### src/rtl/wisc_fetch_pkg.sv
// Shared types and constants for the fetch stage and its branch target buffer.
package wisc_fetch_pkg;

    localparam int unsigned PC_W   = 16;
    localparam int unsigned INST_W = 16;
    localparam int unsigned CTR_W  = 2;

    localparam logic [INST_W-1:0] NOP_INST   = 16'h0000;
    localparam logic [3:0]        HLT_OPCODE = 4'hF;
    localparam logic [PC_W-1:0]   PC_INC     = 16'd2;

    typedef enum logic {
        RUN  = 1'b0,
        MISS = 1'b1
    } fetch_state_t;

    // Tag is stored full-width so the struct does not depend on BTB depth.
    typedef struct packed {
        logic              valid;
        logic [PC_W-1:0]   tag;
        logic [PC_W-1:0]   target;
        logic [CTR_W-1:0]  ctr;
    } btb_entry_t;

endpackage

### src/rtl/branch_target_buffer.sv
// Direct-mapped BTB with 2-bit saturating counters; lookup is combinational,
// update lands on the clock edge so a same-index lookup sees the old entry.
module branch_target_buffer
    import wisc_fetch_pkg::*;
#(
    parameter int unsigned ENTRIES = 8
) (
    input  logic              clk,
    input  logic              rst,
    input  logic [PC_W-1:0]   i_lk_pc,
    output logic              o_lk_hit,
    output logic [CTR_W-1:0]  o_lk_ctr,
    output logic [PC_W-1:0]   o_lk_target,
    input  logic              i_upd_en,
    input  logic [PC_W-1:0]   i_upd_pc,
    input  logic              i_upd_taken,
    input  logic [PC_W-1:0]   i_upd_target
);

    localparam int unsigned IDX_W = $clog2(ENTRIES);

    btb_entry_t r_entries [ENTRIES];

    logic [IDX_W-1:0] w_lk_idx;
    logic [IDX_W-1:0] w_upd_idx;
    logic [PC_W-1:0]  w_lk_tag;
    logic [PC_W-1:0]  w_upd_tag;
    btb_entry_t       w_lk_entry;
    btb_entry_t       w_upd_old;
    btb_entry_t       w_upd_new;

    assign w_lk_idx   = i_lk_pc[IDX_W:1];
    assign w_upd_idx  = i_upd_pc[IDX_W:1];
    assign w_lk_tag   = PC_W'(i_lk_pc >> (IDX_W + 1));
    assign w_upd_tag  = PC_W'(i_upd_pc >> (IDX_W + 1));
    assign w_lk_entry = r_entries[w_lk_idx];
    assign w_upd_old  = r_entries[w_upd_idx];

    assign o_lk_hit    = w_lk_entry.valid && (w_lk_entry.tag == w_lk_tag);
    assign o_lk_ctr    = o_lk_hit ? w_lk_entry.ctr : 2'b00;
    assign o_lk_target = o_lk_hit ? w_lk_entry.target : 16'h0000;

    always_comb begin
        w_upd_new        = w_upd_old;
        w_upd_new.valid  = 1'b1;
        w_upd_new.tag    = w_upd_tag;
        w_upd_new.target = i_upd_target;
        if (w_upd_old.valid && (w_upd_old.tag == w_upd_tag)) begin
            if (i_upd_taken && (w_upd_old.ctr != 2'b11)) begin
                w_upd_new.ctr = w_upd_old.ctr + 2'b01;
            end else if (!i_upd_taken && (w_upd_old.ctr != 2'b00)) begin
                w_upd_new.ctr = w_upd_old.ctr - 2'b01;
            end
        end else begin
            w_upd_new.ctr = i_upd_taken ? 2'b10 : 2'b01;
        end
    end

    always_ff @(posedge clk or posedge rst) begin
        if (rst) begin
            for (int i = 0; i < int'(ENTRIES); i++) begin
                r_entries[i] <= '{valid: 1'b0, tag: '0, target: '0, ctr: 2'b01};
            end
        end else if (i_upd_en) begin
            r_entries[w_upd_idx] <= w_upd_new;
        end
    end

endmodule

### src/rtl/instr_fetch_unit.sv
// Fetch stage: PC register, RUN/MISS I-cache sequencer and BTB-based next-PC select.
// Optional HLT freeze is enabled by defining FETCH_HALT_EN.
module instr_fetch_unit
    import wisc_fetch_pkg::*;
#(
    parameter int unsigned     BTB_ENTRIES = 8,
    parameter logic [PC_W-1:0] PC_RESET    = 16'h0000
) (
    input  logic              clk,
    input  logic              rst,
    input  logic              stall,
    input  logic              redirect,
    input  logic [PC_W-1:0]   redirect_pc,
    input  logic              btb_upd_en,
    input  logic [PC_W-1:0]   btb_upd_pc,
    input  logic              btb_upd_taken,
    input  logic [PC_W-1:0]   btb_upd_target,
    output logic              icache_rd,
    output logic [PC_W-1:0]   icache_addr,
    input  logic              icache_hit,
    input  logic [INST_W-1:0] icache_inst,
    input  logic              icache_fill_done,
    output logic [PC_W-1:0]   PC_curr,
    output logic [PC_W-1:0]   PC_next,
    output logic [INST_W-1:0] PC_inst,
    output logic [CTR_W-1:0]  prediction,
    output logic [PC_W-1:0]   predicted_target,
    output logic              fetch_miss_stall,
    output logic              halted
);

    fetch_state_t     r_state;
    fetch_state_t     w_state_next;
    logic [PC_W-1:0]  r_pc;
    logic [PC_W-1:0]  w_pc_next;
    logic             w_fetch_ok;
    logic             w_btb_hit;
    logic             w_freeze;

    branch_target_buffer #(.ENTRIES(BTB_ENTRIES)) u_btb (
        .clk          (clk),
        .rst          (rst),
        .i_lk_pc      (r_pc),
        .o_lk_hit     (w_btb_hit),
        .o_lk_ctr     (prediction),
        .o_lk_target  (predicted_target),
        .i_upd_en     (btb_upd_en),
        .i_upd_pc     (btb_upd_pc),
        .i_upd_taken  (btb_upd_taken),
        .i_upd_target (btb_upd_target)
    );

    assign w_fetch_ok       = (r_state == RUN) && icache_hit;
    assign icache_rd        = (r_state == RUN);
    assign icache_addr      = r_pc;
    assign PC_curr          = r_pc;
    assign PC_next          = r_pc + PC_INC;
    assign PC_inst          = w_fetch_ok ? icache_inst : NOP_INST;
    assign fetch_miss_stall = !w_fetch_ok;

`ifdef FETCH_HALT_EN
    logic r_halted;
    logic w_halt_set;

    assign w_halt_set = w_fetch_ok && (icache_inst[15:12] == HLT_OPCODE) && !redirect;
    assign w_freeze   = r_halted || w_halt_set;
    assign halted     = r_halted;

    // Sticky once a HLT is fetched; only a redirect (or reset) releases it.
    always_ff @(posedge clk or posedge rst) begin
        if (rst) begin
            r_halted <= 1'b0;
        end else if (redirect) begin
            r_halted <= 1'b0;
        end else if (w_halt_set) begin
            r_halted <= 1'b1;
        end
    end
`else
    assign w_freeze = 1'b0;
    assign halted   = 1'b0;
`endif

    always_ff @(posedge clk or posedge rst) begin
        if (rst) begin
            r_state <= RUN;
            r_pc    <= PC_RESET;
        end else begin
            r_state <= w_state_next;
            r_pc    <= w_pc_next;
        end
    end

    // An in-flight fill is never aborted: a redirect in MISS moves the PC but waits for fill_done.
    always_comb begin
        w_state_next = r_state;
        w_pc_next    = r_pc;
        case (r_state)
            RUN:     if (!icache_hit && !redirect) w_state_next = MISS;
            MISS:    if (icache_fill_done)         w_state_next = RUN;
            default: w_state_next = RUN;
        endcase
        if (redirect) begin
            w_pc_next = redirect_pc;
        end else if (!w_fetch_ok || stall || w_freeze) begin
            w_pc_next = r_pc;
        end else if (w_btb_hit && prediction[1]) begin
            w_pc_next = predicted_target;
        end else begin
            w_pc_next = r_pc + PC_INC;
        end
    end

endmodule
### config.mk
export PLATFORM = sky130hd
export DESIGN_NAME = instr_fetch_unit
export DESIGN_NICKNAME = d
export VERILOG_FILES = /design/src/rtl/wisc_fetch_pkg.sv /design/src/rtl/branch_target_buffer.sv /design/src/rtl/instr_fetch_unit.sv
export SDC_FILE = /design/constraint.sdc
export NUM_CORES = 1
export LEC_CHECK = 0
export CAP_MARGIN = 15
export CORE_MARGIN = 2
export CORE_UTILIZATION = 60
export CTS_CLUSTER_DIAMETER = 200
export DETAILED_ROUTE_END_ITERATION = 7
export GPL_ROUTABILITY_DRIVEN = 1
export PLACE_DENSITY_LB_ADDON = 0.3
export SLEW_MARGIN = 25
export SYNTH_ARGS = -nofsm -noshare
export SYNTH_HDL_FRONTEND = slang
export SYNTH_SLANG_ARGS = --single-unit
### constraint.sdc
create_clock -name clk -period 12.5 [get_ports clk]
set_input_delay 1.875 -clock clk [delete_from_list [all_inputs] [get_ports clk]]
set_output_delay 1.875 -clock clk [all_outputs]
set_load 0.02 [all_outputs]
==> results.sh <==
export IMPL_crit_required_ps=10620
export IMPL_drc_errors=0
export IMPL_syn_area_um2=14000
export IMPL_outcome="complete, no violations"
export IMPL_power_frac_seq_pct=43.4
export IMPL_reg2regPathDepth=9
export IMPL_port_buffers=154
export IMPL_cts_root_buf="clkbuf_16"
export IMPL_grt_overflow=0
export IMPL_core_um2=22800
export IMPL_drive_gt1_share_pct=26.8
export IMPL_vias=10200
export IMPL_dieWidth_um=157
export IMPL_vias_per_cell=6.35
export IMPL_min_to="u_btb.r_entries[217]$_DFFE_PP0P_"
export IMPL_htreeDepth=1
export IMPL_hpwl_um=23900
export IMPL_drtPass1Iterations=5
export IMPL_finalSetupTns_ps=0
export IMPL_p_leak_nw=7.16
export IMPL_grt_usage_pct=30.7
export IMPL_endpoint_kind="output port"
export IMPL_crit_chain="buf_4 > mux4_2 > mux2i_1 > xor2_1 > nor4bb_1 > nand4_1 > nor2_1 > clkdlybuf4s50_1"
export IMPL_antenna_found_initial=3
export IMPL_synthDistinctLibCells=63
export IMPL_synth_fp_nets=1252
export IMPL_nFillCells=1472
export IMPL_synth_flop_cell="dfrtp_1"
export IMPL_wl_um=37700
export IMPL_min_period_ps=7340
export IMPL_power_mw=2.69
export IMPL_clock_path_buffers=3
export IMPL_cp_arrival_ps=5460
export IMPL_intPower_mw=1.90
export IMPL_async_flop_share_pct=100
export IMPL_cp_start_kind="flip-flop"
export IMPL_grt_max_degree=134
export IMPL_finalCritPeriodShare_pct=58.7
export IMPL_synth_compound_area_share_pct=4.23
export IMPL_rsz0062_at_grt="no"
export IMPL_synth_xor_area_share_pct=2.31
export IMPL_setup_viol=0
export IMPL_relSlewSlack_pct=34.5
export IMPL_die_area_um2=24700
export IMPL_grt_pass1_wl_um=58000
export IMPL_synth_area_per_cell_um2=11.9
export IMPL_drv_cap=0
export IMPL_cts_setup_buffers=0
export IMPL_synth_warnings=0
export IMPL_nNetsFinal=1350
export IMPL_synthSimpleGateAreaFrac_pct=11.0
export IMPL_whs_path_depth=2
export IMPL_cts_resized=0
export IMPL_gp_congestion=0.910
export IMPL_muxShareOfSynthArea_pct=30.7
export IMPL_num_rows=55
export IMPL_cts_buffers_inserted=27
export IMPL_power_frac_clock_pct=31.1
export IMPL_initial_utilization_pct=61.7
export IMPL_power_switching_mw=0.785
export IMPL_wl_per_cell_um=23.4
export IMPL_ir_drop_v=0.000106
export IMPL_drv_slew=0
export IMPL_die_h_um=157
export IMPL_synth_fa_ha_area_share_pct=0.267
export IMPL_clk_latency_ps=540
export IMPL_clkTransAtPathRegs_ps=70
export IMPL_hold_viol=0
export IMPL_crit_path_max_incr_delay_ps=850
export IMPL_p_sw_share_pct=29.2
export IMPL_setup_ws_ps=5160
export IMPL_p_per_area_nw_per_um2=162
export IMPL_multi_input_area_um2=6860
export IMPL_final_area_um2=16600
export IMPL_worst_pin_slew_ps=979
export IMPL_cts_tree="built"
export IMPL_cts_hold_buf=0
export IMPL_grt_pass1_vias=10300
export IMPL_critPathKind="flip-flop to output port"
export IMPL_cp_max_fo=36
export IMPL_worstHoldStart="u_btb.r_entries[217]$_DFFE_PP0P_"
export IMPL_synth_enable_flop_cells=0
export IMPL_r2r_setup_slack_ps=7100
export IMPL_crit_path_top_delay_cell="dfrtp_4"
export IMPL_ys_seq_area_share_pct=47.3
export IMPL_hp_class="flip-flop to flip-flop"
export IMPL_skew_ps=14.2
export IMPL_crit_reg2reg_launch="PC_curr[1]$_DFFE_PP0P_"
export IMPL_synth_top_family_by_area="multiplexers"
export IMPL_antenna_left=0
export IMPL_place_area_um2=15600
export IMPL_io_pin_count=157
export IMPL_seqCellArea_um2=6650
export IMPL_drt_iter0_markers=768
export IMPL_pre_cts_slack_ps=5700
export IMPL_area_growth_pct=17.9
export IMPL_r2r_end="PC_curr[2]$_DFFE_PP0P_"
export IMPL_netlist_instances=1177
export IMPL_pwr_share_comb_pct=25.5
export IMPL_ys_ff_latch=265
export IMPL_clkSinkCount=265
export IMPL_final_core_util_pct=72.7
export IMPL_clock_fmax_mhz=136
-- cell usage after synthesis, drive strengths merged (11+ instances only) --
library cell / instances / area (µm²)
nand2: 206 / 773
nor2b: 12 / 75.1
clkbuf: 53 / 199
xnor2: 28 / 245
inv: 16 / 60.1
buf: 49 / 324
mux2: 192 / 2170
nand2b: 15 / 93.8
nor2: 27 / 101
nor3: 11 / 55.1
o21ai: 33 / 169
a21oi: 16 / 80.1
and2: 17 / 106
mux4: 68 / 1540
and3: 17 / 106
mux2i: 61 / 611
dfrtp: 257 / 6430
-- power groups by stage --
stage | logic [mW] | clock network, mW | registers (mW)
final | 0.684 | 0.838 | 1.17
after global routing | 0.731 | 0.880 | 1.19
after CTS | 0.680 | 0.845 | 1.16
after detailed placement | 0.674 | 0 | 1.17
after global placement | 0.656 | 0 | 1.16
after floorplan | 0.498 | 0 | 1.13
-- cells in the final DEF, fill, tap and decap left out, types with 6 or more instances in the layout --
cell | netlist | layout
dfstp_2 | 8 | 8
nor2b_1 | 12 | 12
and2_1 | 17 | 17
o21ai_0 | 26 | 26
buf_4 | 23 | 16
nand2_1 | 206 | 204
a21oi_1 | 16 | 16
clkdlybuf4s50_1 | 0 | 153
o21ai_1 | 6 | 6
clkbuf_8 | 0 | 8
clkbuf_1 | 53 | 7
and3_1 | 17 | 17
nand2b_1 | 15 | 15
mux2i_1 | 61 | 61
xor2_1 | 9 | 9
o22ai_1 | 7 | 7
mux4_2 | 66 | 66
nor2_1 | 27 | 27
xnor2_1 | 28 | 28
mux2_2 | 191 | 191
clkbuf_16 | 0 | 27
nor3_1 | 11 | 9
dfrtp_1 | 257 | 254
inv_1 | 15 | 14
-- state kept, by name (all words and copies together), names as in the netlist --
name	flops
PC_curr	16
u_btb.r_entries	248
r_state	1
-- final cells by class --
type	count	area share [%]
multi-input combinational	794	41.4
sequential	265	40.1
timing repair buffer	171	10.1
clock buffer	42	4.90
tap	313	2.36
clock inverter	7	0.680
inverter	16	0.408
antenna	1	0.0151
-- logic make-up (layout without fill, tap and decap cells) --
kind of cell	after synthesis	after routing
other	1	2
adders and majority gates	3	3
xor gates and xnor gates	37	37
AOI/OAI and AO/OA	93	93
buffers and inverters	118	236
muxes	321	321
DFF	265	265
and+or+nand+nor	339	339
-- per-layer routing --
metal	global-route usage, %	wire length (µm)	vias to the layer above
met4	13.9	1650	0
met1	40.3	14600	5221
li1	-	-	4366
met3	6.08	3590	109
met2	50.1	17900	524
met5	0	0	-
-- worst max-delay path, delay by kind of cell (launching register included) --
kind,cells,cell delay [ps]
buf+inv,2,1290
simple gates,3,1510
mux,2,1020
flops,1,850
xor+xnor,1,250
-- how the worst max path moves through the flow --
| stage | start | cells after the start | slack, ps | endpoint |
|---|---|---|---|---|
| floorplan | rst | 1 | 3340 | PC_curr[0]$_DFFE_PP0P_ |
| global placement | PC_curr[1]$_DFFE_PP0P_ | 8 | 5730 | predicted_target[4] |
| detailed placement | PC_curr[1]$_DFFE_PP0P_ | 8 | 5700 | prediction[0] |
| CTS | PC_curr[1]$_DFFE_PP0P_ | 8 | 5130 | predicted_target[2] |
| global route | PC_curr[1]$_DFFE_PP0P_ | 8 | 4770 | prediction[0] |
| finish | PC_curr[1]$_DFFE_PP0P_ | 8 | 5160 | predicted_target[2] |
-- stage by stage --
step                      hold WS [ps]  std cells
final                              478       1609
after global routing               500       1609
after CTS                          478       1608
after detailed placement           461       1559
after global placement             454       1559
after floorplan                    440       1177
Note: power is estimated with default switching activity, not from simulation.
